<file path="src/rtl/stats_display.sv">
// Readout of the CPU statistics counters: picks one counter, converts it to
// decimal with a sequential double-dabble engine and scans 8 digits onto a 7-seg display.
module stats_display #(
    parameter int SCAN_DIV = 100000,
    parameter int REFRESH  = 1000000
) (
    input  logic        clk,
    input  logic        rst,
    input  logic [31:0] circle_count,
    input  logic [31:0] no_j_count,
    input  logic [31:0] j_count,
    input  logic [31:0] j_ok_count,
    input  logic        halt,
    input  logic [1:0]  sel,
    output logic [7:0]  seg,
    output logic [7:0]  an,
    output logic        busy
);

    localparam int DIV_W = (SCAN_DIV > 1) ? $clog2(SCAN_DIV) : 1;
    localparam int REF_W = (REFRESH > 1) ? $clog2(REFRESH) : 1;
    localparam logic [DIV_W-1:0] DIV_LAST = DIV_W'(SCAN_DIV - 1);
    localparam logic [REF_W-1:0] REF_LAST = REF_W'(REFRESH - 1);

    typedef enum logic [1:0] {
        ST_IDLE   = 2'd0,
        ST_SHIFT  = 2'd1,
        ST_COMMIT = 2'd2
    } state_t;

    // Adds 3 to every BCD nibble that is 5 or more, ahead of the next shift.
    function automatic logic [39:0] dabble_adjust(input logic [39:0] b);
        logic [39:0] r;
        r = b;
        for (int i = 0; i < 10; i++) begin
            if (b[4*i +: 4] >= 4'd5) begin
                r[4*i +: 4] = b[4*i +: 4] + 4'd3;
            end else begin
                r[4*i +: 4] = b[4*i +: 4];
            end
        end
        return r;
    endfunction

    // Active-low segment pattern {dp,g,f,e,d,c,b,a} for one decimal digit.
    function automatic logic [7:0] seg_lut(input logic [3:0] d);
        logic [7:0] s;
        case (d)
            4'd0:    s = 8'hC0;
            4'd1:    s = 8'hF9;
            4'd2:    s = 8'hA4;
            4'd3:    s = 8'hB0;
            4'd4:    s = 8'h99;
            4'd5:    s = 8'h92;
            4'd6:    s = 8'h82;
            4'd7:    s = 8'hF8;
            4'd8:    s = 8'h80;
            4'd9:    s = 8'h90;
            default: s = 8'hFF;
        endcase
        return s;
    endfunction

    state_t             state_q, state_d;
    logic [31:0]        bin_q, bin_d;
    logic [39:0]        bcd_q, bcd_d;
    logic [4:0]         cnt_q, cnt_d;
    logic [31:0]        digits_q, digits_d;
    logic               ovf_q, ovf_d;
    logic               pending_q, pending_d;
    logic               req_q, req_d;
    logic [1:0]         sel_q, sel_d;
    logic               halt_q, halt_d;
    logic [REF_W-1:0]   refresh_q, refresh_d;
    logic [DIV_W-1:0]   div_q, div_d;
    logic [2:0]         idx_q, idx_d;
    logic [7:0]         seg_q, seg_d;
    logic [7:0]         an_q, an_d;
    logic               busy_q, busy_d;

    logic               capture_s;
    logic [31:0]        sel_val_s;
    logic [71:0]        shift_s;
    logic [7:0]         upper_nz_s;
    logic [3:0]         digit_s;

    // Request detection: sel change, halt rising edge, refresh wrap; pending collapses them.
    always_comb begin
        sel_d     = sel;
        halt_d    = halt;
        refresh_d = refresh_q + REF_W'(1);
        req_d     = 1'b0;
        if (refresh_q == REF_LAST) begin
            refresh_d = '0;
            req_d     = 1'b1;
        end else begin
            refresh_d = refresh_q + REF_W'(1);
        end
        if ((sel != sel_q) || (halt && !halt_q)) begin
            req_d = 1'b1;
        end else begin
            req_d = req_d;
        end
        pending_d = req_q | (pending_q & ~capture_s);
    end

    // Counter select for the capture.
    always_comb begin
        sel_val_s = 32'd0;
        case (sel)
            2'd0:    sel_val_s = circle_count;
            2'd1:    sel_val_s = no_j_count;
            2'd2:    sel_val_s = j_count;
            2'd3:    sel_val_s = j_ok_count;
            default: sel_val_s = 32'd0;
        endcase
    end

    // Conversion FSM: capture, 32 shift-and-adjust steps, then commit to the display.
    always_comb begin
        state_d   = state_q;
        bin_d     = bin_q;
        bcd_d     = bcd_q;
        cnt_d     = cnt_q;
        digits_d  = digits_q;
        ovf_d     = ovf_q;
        capture_s = 1'b0;
        shift_s   = {dabble_adjust(bcd_q), bin_q} << 1;
        case (state_q)
            ST_IDLE: begin
                if (pending_q) begin
                    capture_s = 1'b1;
                    bin_d     = sel_val_s;
                    bcd_d     = 40'd0;
                    cnt_d     = 5'd0;
                    state_d   = ST_SHIFT;
                end else begin
                    state_d   = ST_IDLE;
                end
            end
            ST_SHIFT: begin
                bcd_d = shift_s[71:32];
                bin_d = shift_s[31:0];
                cnt_d = cnt_q + 5'd1;
                if (cnt_q == 5'd31) begin
                    state_d = ST_COMMIT;
                end else begin
                    state_d = ST_SHIFT;
                end
            end
            ST_COMMIT: begin
                digits_d = bcd_q[31:0];
                ovf_d    = |bcd_q[39:32];
                state_d  = ST_IDLE;
            end
            default: state_d = ST_IDLE;
        endcase
        busy_d = (state_d != ST_IDLE);
    end

    // Digit scan and segment/anode generation with leading-zero blanking.
    always_comb begin
        div_d = div_q + DIV_W'(1);
        idx_d = idx_q;
        if (div_q == DIV_LAST) begin
            div_d = '0;
            idx_d = idx_q + 3'd1;
        end else begin
            idx_d = idx_q;
        end
        for (int i = 0; i < 8; i++) begin
            upper_nz_s[i] = |(digits_q >> (4 * i));
        end
        digit_s = digits_q[{idx_q, 2'b00} +: 4];
        if ((idx_q != 3'd0) && !upper_nz_s[idx_q]) begin
            seg_d = 8'hFF;
        end else begin
            seg_d = seg_lut(digit_s);
        end
        if (ovf_q || ((idx_q == 3'd0) && halt)) begin
            seg_d = seg_d & 8'h7F;
        end else begin
            seg_d = seg_d;
        end
        an_d = ~(8'b0000_0001 << idx_q);
    end

    // State registers with synchronous reset.
    always_ff @(posedge clk) begin
        if (rst) begin
            state_q   <= ST_IDLE;
            bin_q     <= 32'd0;
            bcd_q     <= 40'd0;
            cnt_q     <= 5'd0;
            digits_q  <= 32'd0;
            ovf_q     <= 1'b0;
            pending_q <= 1'b1;
            req_q     <= 1'b0;
            sel_q     <= sel;
            halt_q    <= halt;
            refresh_q <= '0;
            div_q     <= '0;
            idx_q     <= 3'd0;
            seg_q     <= 8'hFF;
            an_q      <= 8'hFF;
            busy_q    <= 1'b0;
        end else begin
            state_q   <= state_d;
            bin_q     <= bin_d;
            bcd_q     <= bcd_d;
            cnt_q     <= cnt_d;
            digits_q  <= digits_d;
            ovf_q     <= ovf_d;
            pending_q <= pending_d;
            req_q     <= req_d;
            sel_q     <= sel_d;
            halt_q    <= halt_d;
            refresh_q <= refresh_d;
            div_q     <= div_d;
            idx_q     <= idx_d;
            seg_q     <= seg_d;
            an_q      <= an_d;
            busy_q    <= busy_d;
        end
    end

    assign seg  = seg_q;
    assign an   = an_q;
    assign busy = busy_q;

endmodule

</file>
<file path="config.mk">
export PLATFORM = sky130hd
export DESIGN_NAME = stats_display
export DESIGN_NICKNAME = d
export VERILOG_FILES = /design/src/rtl/stats_display.sv
export SDC_FILE = /design/constraint.sdc
export NUM_CORES = 1
export LEC_CHECK = 0
export CORE_MARGIN = 1
export CORE_UTILIZATION = 30
export CTS_BUF_LIST = sky130_fd_sc_hd__clkbuf_4
export CTS_CLUSTER_SIZE = 12
export DETAILED_ROUTE_END_ITERATION = 10
export GPL_TIMING_DRIVEN = 0
export PLACE_DENSITY_LB_ADDON = 0.2
export SYNTH_ARGS = -nofsm -noshare
export SYNTH_HDL_FRONTEND = slang
export SYNTH_SLANG_ARGS = --single-unit
</file>
<file path="constraint.sdc">
create_clock -name clk -period 5.83 [get_ports clk]
set_input_delay 0.8745 -clock clk [delete_from_list [all_inputs] [get_ports clk]]
set_output_delay 0.8745 -clock clk [all_outputs]
set_load 0.01 [all_outputs]
</file>
==> flow_metrics.env, run 1 <==
export IMPL_root_buffer="clkbuf_4"
export IMPL_grt_start_max_net_pins=18
export IMPL_area_delta_synth_final_pct=25.78
export IMPL_arrival_ns=3.09
export IMPL_setup_tns_final_ns=0
export IMPL_fin_cells=1529
export IMPL_peakVddDrop_uv=118.3
export IMPL_place_area_um2=10590
export IMPL_synth_edf_count=0
export IMPL_track_usage_pct=16.13
export IMPL_path_clk_slew_ns=0.14
export IMPL_io_pin_count=150
export IMPL_status="completed"
export IMPL_ys_ff_latch=174
export IMPL_drc=0
export IMPL_worstSetupEndpointType="flip-flop"
export IMPL_async_flop_share_pct=0
export IMPL_rsz0062_at_grt="no"
export IMPL_met3_length_um=892
export IMPL_avgSynthCellArea_um2=8.904
export IMPL_cp_data_required_time_ns=6.25
export IMPL_synthCells=969
export IMPL_hold_violations=0
export IMPL_max_cap_violations=0
export IMPL_slew_headroom_pct=43.36
export IMPL_die_h_um=171.6
export IMPL_via_count=7373
export IMPL_drive_above_1_share_pct=8.087
export IMPL_synth_warnings=0
export IMPL_clk_path_buf_depth=2
export IMPL_initial_core_util_pct=30.80
export IMPL_synth_flop_cell="dfxtp_1"
export IMPL_die_area_um2=29440
export IMPL_drtIter0Drc=449
export IMPL_critPathKind="input pin to flip-flop"
export IMPL_core_area_um2=28010
export IMPL_h_tree_depth=4
export IMPL_antenna_left=0
export IMPL_wire_per_inst_um=14.86
export IMPL_hold_buffers=0
export IMPL_clock_skew_final_ns=0.02559
export IMPL_dpl_hpwl_mm=17.44
export IMPL_grt_pass1_wl_mm=37.43
export IMPL_grt_ovfl_total=0
export IMPL_num_rows=61
export IMPL_cts_buffers=17
export IMPL_top_layer="met4"
export IMPL_grt_antenna_before_repair=1
export IMPL_post_route_period_util_pct=45.76
export IMPL_dr_pass1_iters=5
export IMPL_worstSkewPairLatency_ns=0.56
export IMPL_gp_congestion=0.8179
export IMPL_power_leakage_nw=3.793
export IMPL_final_core_util_pct=38.75
export IMPL_route_met2_wl_mm=10.49
export IMPL_cts_resized=0
export IMPL_p_per_area_nw_per_um2=205.9
export IMPL_cts_tree="built"
export IMPL_synth_cell_types=49
export IMPL_cts_setup_buffers=0
export IMPL_place_inst=1496
export IMPL_setup_violations=0
export IMPL_syn_nets=1139
export IMPL_postLayoutCellArea_um2=10850
export IMPL_finalMaxSlewViolations=0
export IMPL_fin_nets=1307
export IMPL_grt_pass1_vias=7180
export IMPL_routed_via_density=4.822
export IMPL_max_freq_mhz=374.8
export IMPL_syn_area_um2=8628
export IMPL_hold_path_class="flip-flop to flip-flop"
export IMPL_holdWs_ns=0.4698
export IMPL_wl_met1_mm=11.07
export IMPL_wl_mm=22.71
export IMPL_period_needed_ns=2.668
export IMPL_yosysSeqAreaShare_pct=40.37
export IMPL_port_buffer_count=149
export IMPL_numClockSinks=174
export IMPL_cp_max_fo=10
export IMPL_die_w_um=171.6
export IMPL_worst_pin_slew_ns=0.8470
export IMPL_cp_start_kind="input pin"
-- power by group --
group	switching (W)	internal, W
Combinational	0.000162	0.000167
Sequential	0.0000219	0.00123
Clock	0.000465	0.000191
Total	0.000649	0.00159
-- routing by layer --
layer,global-route usage [%],vias to the layer above
met5,0,-
met4,3.533,0
met3,2.807,20
met2,26.25,145
met1,22.16,3463
li1,-,3745
-- placed cells by master (no fill, tap or decap), types with 3 or more instances in the layout --
cell type and count:
nand2b_1 12, buf_1 5, ha_1 37, inv_1 33, xor2_1 26, inv_8 4
nor4b_1 3, nand4_1 10, a21oi_1 114, o21ai_0 38, buf_2 9, nand2_1 132
and2_1 10, o21ai_1 3, a22oi_1 31, a31oi_1 9, and3_1 8, nor3_1 23
a211oi_1 3, clkdlybuf4s50_1 149, xnor2_1 29, clkbuf_1 43, inv_6 5, nor2_2 3
dfxtp_1 174, clkbuf_4 18, nand3_1 49, mux4_1 3, nor2_1 81, mux2_4 3
mux2i_1 6, nor4_1 10, mux4_2 37
-- Yosys cell counts, types with 3 or more instances --
cell	n	share of area, %
o21ai_1	3	0.17
nand2_1	132	5.7
buf_2	9	0.52
nor2_2	3	0.22
nand3_1	49	2.8
nor4b_1	3	0.30
mux2i_1	6	0.70
dfxtp_1	174	40
a31oi_1	9	0.65
inv_1	33	1.4
buf_1	5	0.22
nand2b_1	12	0.87
nor3_1	23	1.3
and2_1	10	0.73
mux4_2	37	9.7
nor2_1	81	3.5
clkbuf_1	43	1.9
ha_1	37	5.4
a21oi_1	114	6.6
and3_1	8	0.58
nor4_1	10	0.73
a22oi_1	31	2.7
a211oi_1	3	0.26
xor2_1	26	2.6
o21ai_0	38	2.2
xnor2_1	29	2.9
mux4_1	3	0.91
mux2_4	3	0.52
nand4_1	10	0.73
-- critical path: stages --
cell and delay (ns):
clkdlybuf4s50_1 0.58, clkbuf_1 0.44, clkbuf_1 0.53, clkbuf_1 0.54
nor2_1 0.11
-- cells by family (layout without fill, tap and decap cells) --
| family | after synthesis | count (layout) | share of synthesized area, % |
|---|---|---|---|
| buf+inv | 94 | 275 | 4.582 |
| xor+xnor | 55 | 55 | 5.583 |
| compound gates | 204 | 204 | 13.20 |
| fa+ha+maj | 37 | 37 | 5.365 |
| mux | 49 | 49 | 11.79 |
| flops | 174 | 174 | 40.37 |
| other cells | 0 | 1 | 0 |
| simple gates | 356 | 356 | 19.11 |
-- stage by stage --
step                power [W]  setup WS, ns
floorplan            0.001441         3.586
global placement     0.001604         2.521
detailed placement   0.001607         2.524
CTS                  0.002263         3.149
global route         0.002350         2.976
finish               0.002234         3.162
-- path summary, 6_finish.rpt --
check	start	end	slack, ns	depth (start not counted)
max	rst	bcd_q[12]	3.16	5
min	req_q	pending_q	0.47	2
max reg2reg	idx_q[0]	seg[6]	3.19	8
min reg2reg	req_q	pending_q	0.47	2
-- sequential cells by signal, indices dropped and copies added, names as in the netlist, 2 cells and up --
signal / count
an: 8
bcd_q: 40
bin_q: 32
cnt_q: 5
digits_q: 32
div_q: 17
idx_q: 3
refresh_q: 20
seg: 8
sel_q: 2
state_q: 2
-- final cells by class --
type / instances / area (µm²)
clock inverter: 14 / 122.6
sequential: 174 / 3483
inverter: 34 / 127.6
fill: 2906 / 17160
clock buffer: 18 / 135.1
antenna: 1 / 2.502
timing repair buffer: 149 / 1491
tap: 378 / 473.0
buffer: 60 / 267.8
multi-input combinational: 701 / 4750
No activity file was read; power rests on OpenSTA's default activity.
==> inputs of run 2 (changes only) <==
Clock period 5.83 ns to 2.5 ns, I/O delays scaled along.
==> run 2 against run 1 <==
Worst setup slack got worse by 3.0 ns. Die area stayed put. Global-route usage hardly changed. Register-to-register slack worse by 3.0 ns. Design area rose by 0.28%. Worst hold slack worse by 0.21 ns. Wire length is 0.10% lower. Sequential share of layout area down 0.088 points. Highest routed layer unchanged.
==> flow_metrics.env, run 2 (same netlist as run 1, synthesis figures left out) <==
export IMPL_status="completed"
export IMPL_grt_pass1_wl_mm=37.48
export IMPL_hold_buffers=0
export IMPL_critical_path_startpoint="idx_q[0]"
export IMPL_dpl_hpwl_mm=17.44
export IMPL_largest_reg_flops=40
export IMPL_wire_per_inst_um=14.84
export IMPL_worstSkewPairLatency_ns=0.56
export IMPL_cp_max_fo=8
export IMPL_track_usage_pct=16.15
export IMPL_gp_congestion=0.8179
export IMPL_fin_nets=1307
export IMPL_period_needed_ns=2.314
export IMPL_routed_via_density=4.825
export IMPL_regMostFlops="bcd_q"
export IMPL_mostFrequentLayoutCell="dfxtp_1"
export IMPL_drive_above_1_share_pct=8.348
export IMPL_critPathKind="flip-flop to flip-flop"
export IMPL_fin_cells=1529
export IMPL_grt_start_max_net_pins=18
export IMPL_peakVddDrop_uv=275.6
export IMPL_cp_slowest_cell="mux4_2"
export IMPL_cts_tree="built"
export IMPL_setup_tns_final_ns=0
export IMPL_final_cell_mix="dfxtp_1, clkdlybuf4s50_1, nand2_1"
export IMPL_slew_headroom_pct=41.02
export IMPL_max_cap_violations=0
export IMPL_final_core_util_pct=38.85
export IMPL_cts_buffers=17
export IMPL_die_area_um2=29440
export IMPL_via_count=7378
export IMPL_num_fill_cells=2903
export IMPL_critPathMaxStageDelay_ns=0.55
export IMPL_antenna_left=0
export IMPL_worst_pin_slew_ns=0.8820
export IMPL_wl_mm=22.69
export IMPL_cp_start_kind="flip-flop"
export IMPL_area_delta_synth_final_pct=26.13
export IMPL_drc=0
export IMPL_hold_violations=0
export IMPL_num_rows=61
export IMPL_clock_skew_final_ns=0.02463
export IMPL_die_h_um=171.6
export IMPL_hold_path_class="input pin to flip-flop"
export IMPL_root_buffer="clkbuf_4"
export IMPL_path_clk_slew_ns=0.17
export IMPL_grt_pass1_vias=7193
export IMPL_hold_start="sel[1]"
export IMPL_seq_area_um2=3483
export IMPL_worstSetupEndpointType="flip-flop"
export IMPL_grt_antenna_before_repair=1
export IMPL_p_per_area_nw_per_um2=478.5
export IMPL_crit_chain="clkbuf_4 -> mux4_2 -> mux2i_4 -> inv_1 -> ha_1 -> mux2_4 -> nor2_1 -> o21ai_1"
export IMPL_h_tree_depth=4
export IMPL_post_route_period_util_pct=92.54
export IMPL_cp_data_required_time_ns=2.92
export IMPL_top_regs="bcd_q x40, bin_q x32, digits_q x32"
export IMPL_place_inst=1496
export IMPL_drtIter0Drc=458
export IMPL_numClockSinks=174
export IMPL_io_pin_count=150
export IMPL_die_w_um=171.6
export IMPL_arrival_ns=2.73
export IMPL_rsz0062_at_grt="no"
export IMPL_cp_num_buf_inv=2
export IMPL_core_area_um2=28010
export IMPL_dr_pass1_iters=5
export IMPL_max_freq_mhz=432.2
export IMPL_grt_ovfl_total=0
export IMPL_finalMaxSlewViolations=0
export IMPL_clk_path_buf_depth=2
export IMPL_port_buffer_count=149
export IMPL_setup_violations=0
export IMPL_crit_family="multiplexers"
export IMPL_power_leakage_nw=3.782
export IMPL_initial_core_util_pct=30.80
export IMPL_r2r_start="idx_q[0]"
export IMPL_p_total_w=0.005207
export IMPL_multi_input_area_um2=4777
## run 2: power breakdown
| part | leakage (nW) | internal (W) | switching, W |
|---|---|---|---|
| combinational | 2.23 | 0.000391 | 0.000376 |
| clock | 0.142 | 0.000446 | 0.00108 |
| sequential | 1.41 | 0.00286 | 0.0000512 |
## run 2: area by class of cell
class	instances	area share [%]
diodes	1	0.02299
plain buffers	60	2.483
clock buffers	18	1.242
clock inverters	14	1.127
inverters	34	1.173
multi-input cells	701	43.90
flip-flops and latches	174	32.01
well taps	378	4.346
repair buffers	149	13.70
## run 2: per-layer routing
metal	global-route usage (%)	up-vias	share of wire, %
li1	-	3746	-
met1	22.19	3453	48
met2	26.28	162	46
met3	2.807	17	4.6
met4	3.533	0	0.94
met5	0	-	0
## run 2: stage by stage
step	cell area [µm²]	setup WS (ns)	hold WS [ns]
4_1_cts	10860	0.01182	0.2130
6_report	10880	0.1864	0.2644
3_3_place_gp	10590	-0.3093	0.4398
3_5_place_dp	10590	-0.3063	0.4478
5_1_grt	10880	0.002784	0.2085
2_1_floorplan	8628	0.2562	0.3821
## run 2: path summary, 6_finish.rpt
check / to / slack (ns) / cells after the start
max: seg[6] / 0.19 / 8
min reg2reg: pending_q / 0.47 / 2
min: sel_q[1] / 0.26 / 1
max reg2reg: seg[6] / 0.19 / 8
## run 2: timing repair
action	CTS	global route
endpoints found under the setup margin	3	9
setup buffers	0	0
gates cloned	0	0
gates resized for setup	2	4
==> inputs of run 3 (changes only) <==
Settings changed: CORE_UTILIZATION 30 to 45.
==> run 3 against run 2 <==
Wire length shrank 5.6%. Non-clock buffer count unchanged. Sequential share of layout area is 0.59 points higher. Largest power group unchanged. Count of clock-buffer cells in the layout increased by 3. Design area shrank 1.8%. Global-route usage is 6.8 points higher. Worst hold slack improved by 0.021 ns. Worst setup slack got worse by 0.031 ns. Critical path type unchanged. Critical path depth is the same. Clock power shrank 3%. Combinational power down 1%.
==> flow_metrics.env, run 3 (same netlist as run 1, synthesis figures left out) <==
export IMPL_status="completed"
export IMPL_area_delta_synth_final_pct=23.85
export IMPL_h_tree_depth=4
export IMPL_fin_ws_ns=0.1558
export IMPL_cp_max_fo=10
export IMPL_worst_pin_slew_ns=0.7119
export IMPL_hold_buffers=0
export IMPL_numClockSinks=174
export IMPL_arrival_ns=2.75
export IMPL_core_area_um2=18770
export IMPL_p_total_w=0.005158
export IMPL_dpl_hpwl_mm=16.29
export IMPL_max_freq_mhz=426.6
export IMPL_power_leakage_nw=3.781
export IMPL_p_per_area_nw_per_um2=482.6
export IMPL_finalMaxSlewViolations=0
export IMPL_grt_ovfl_total=0
export IMPL_r2r_start="idx_q[1]"
export IMPL_worstSkewPairLatency_ns=0.55
export IMPL_regMostFlops="bcd_q"
export IMPL_reg2reg_to="seg[3]"
export IMPL_period_needed_ns=2.344
export IMPL_num_rows=50
export IMPL_hold_violations=0
export IMPL_critPathKind="flip-flop to flip-flop"
export IMPL_post_route_period_util_pct=93.77
export IMPL_hold_start="sel[1]"
export IMPL_track_usage_pct=22.98
export IMPL_whs_endpoint="sel_q[1]"
export IMPL_drtIter0Drc=440
export IMPL_top_regs="bcd_q x40, bin_q x32, digits_q x32"
export IMPL_die_h_um=140.5
export IMPL_clk_path_buf_depth=2
export IMPL_worstSetupEndpointType="flip-flop"
export IMPL_die_area_um2=19730
export IMPL_cts_setup_buffers=0
export IMPL_peakVddDrop_uv=246.1
export IMPL_port_buffer_count=149
export IMPL_grt_pass1_wl_mm=36.28
export IMPL_final_cell_mix="dfxtp_1, clkdlybuf4s50_1, nand2_1"
export IMPL_die_w_um=140.5
export IMPL_cts_resized=1
export IMPL_wl_mm=21.43
export IMPL_via_count=7431
export IMPL_initial_core_util_pct=45.97
export IMPL_setup_violations=0
export IMPL_hold_path_depth=1
export IMPL_mostFrequentLayoutCell="dfxtp_1"
export IMPL_fin_nets=1307
export IMPL_clock_skew_final_ns=0.01922
export IMPL_num_fill_cells=1714
export IMPL_rsz0062_at_grt="no"
export IMPL_r2r_setup_slack_ns=0.16
export IMPL_reg2reg_depth=8
export IMPL_antenna_left=0
export IMPL_grt_start_max_net_pins=17
export IMPL_drc=0
export IMPL_cts_buffers=17
export IMPL_routed_via_density=5.365
export IMPL_grt_pass1_vias=7254
export IMPL_slew_headroom_pct=52.39
export IMPL_grt_antenna_before_repair=1
export IMPL_largest_reg_flops=40
export IMPL_drive_above_1_share_pct=8.261
export IMPL_dr_pass1_iters=7
export IMPL_post_place_ws_ns=-0.1828
export IMPL_wire_per_inst_um=15.47
export IMPL_cp_start_kind="flip-flop"
export IMPL_hold_path_class="input pin to flip-flop"
export IMPL_gp_congestion=0.9016
export IMPL_root_buffer="clkbuf_4"
export IMPL_cts_tree="built"
export IMPL_cp_data_required_time_ns=2.90
export IMPL_io_pin_count=150
export IMPL_path_clk_slew_ns=0.14
export IMPL_max_cap_violations=0
[run 3: cell types whose count changed in the layout (fill, tap and decap cells not counted)]
cell       delta
inv_6         -5
bufinv_16     +1
clkbuf_4      +2
clkinv_1      +1
clkinv_2      +2
clkinv_4      +2
inv_8         -4
mux2i_2       +1
buf_2         +1
mux2i_4       -1
[run 3: worst max-delay path by stage]
| stage | startpoint | endpoint | slack, ns | depth (start not counted) |
|---|---|---|---|---|
| final | idx_q[1] | seg[3] | 0.16 | 8 |
| after global routing | idx_q[1] | seg[3] | 0.007 | 8 |
| after CTS | idx_q[1] | seg[3] | 0.08 | 8 |
| after detailed placement | rst | bcd_q[36] | -0.18 | 5 |
| after global placement | rst | bcd_q[36] | -0.17 | 5 |
| after floorplan | idx_q[0] | seg[6] | 0.26 | 8 |
[run 3: power breakdown]
| part | switching (W) | internal, W |
|---|---|---|
| registers | 0.0000509 | 0.00286 |
| clock network | 0.000955 | 0.000531 |
| logic | 0.000368 | 0.000391 |
[run 3: worst max-delay path: stages, from the launching register on]
cell and delay (ns):
dfxtp_1 0.40, buf_6 0.17, mux4_1 0.57, mux2i_2 0.29, inv_1 0.11, ha_1 0.18
or2_1 0.23, a21oi_1 0.17, o21ai_1 0.07
[run 3: layout make-up]
cell class | instances | area (µm²) | share of cell area [%]
inverter | 34 | 127.6 | 1.194
tap | 234 | 292.8 | 2.740
clock buffer | 21 | 157.7 | 1.475
timing repair buffer | 149 | 1491 | 13.96
buffer | 60 | 267.8 | 2.506
antenna | 1 | 2.502 | 0.02342
sequential | 174 | 3483 | 32.60
multi-input combinational | 701 | 4768 | 44.62
clock inverter | 11 | 95.09 | 0.8898
[run 3: routing by layer]
layer	up-vias	part of all wire, %	routed length (µm)	global-route usage [%]
met5	-	0	0	0
met4	0	1.6	352	7.551
met3	35	3.0	652	3.590
met2	144	48	10340	38.82
met1	3508	47	10090	30.05
li1	3744	-	-	-
[run 3: per-stage QoR]
step | cells | cell area [µm²] | utilization (%) | hold slack, ns | TNS (ns)
after floorplan | 969 | 8628 | - | 0.3821 | 0
after global placement | 1352 | 10410 | 55.48 | 0.4120 | -1.594
after detailed placement | 1352 | 10410 | 55.48 | 0.4257 | -2.403
after CTS | 1384 | 10670 | 56.85 | 0.2447 | 0
after global routing | 1385 | 10690 | 56.94 | 0.2265 | 0
final | 1385 | 10690 | 56.94 | 0.2856 | 0
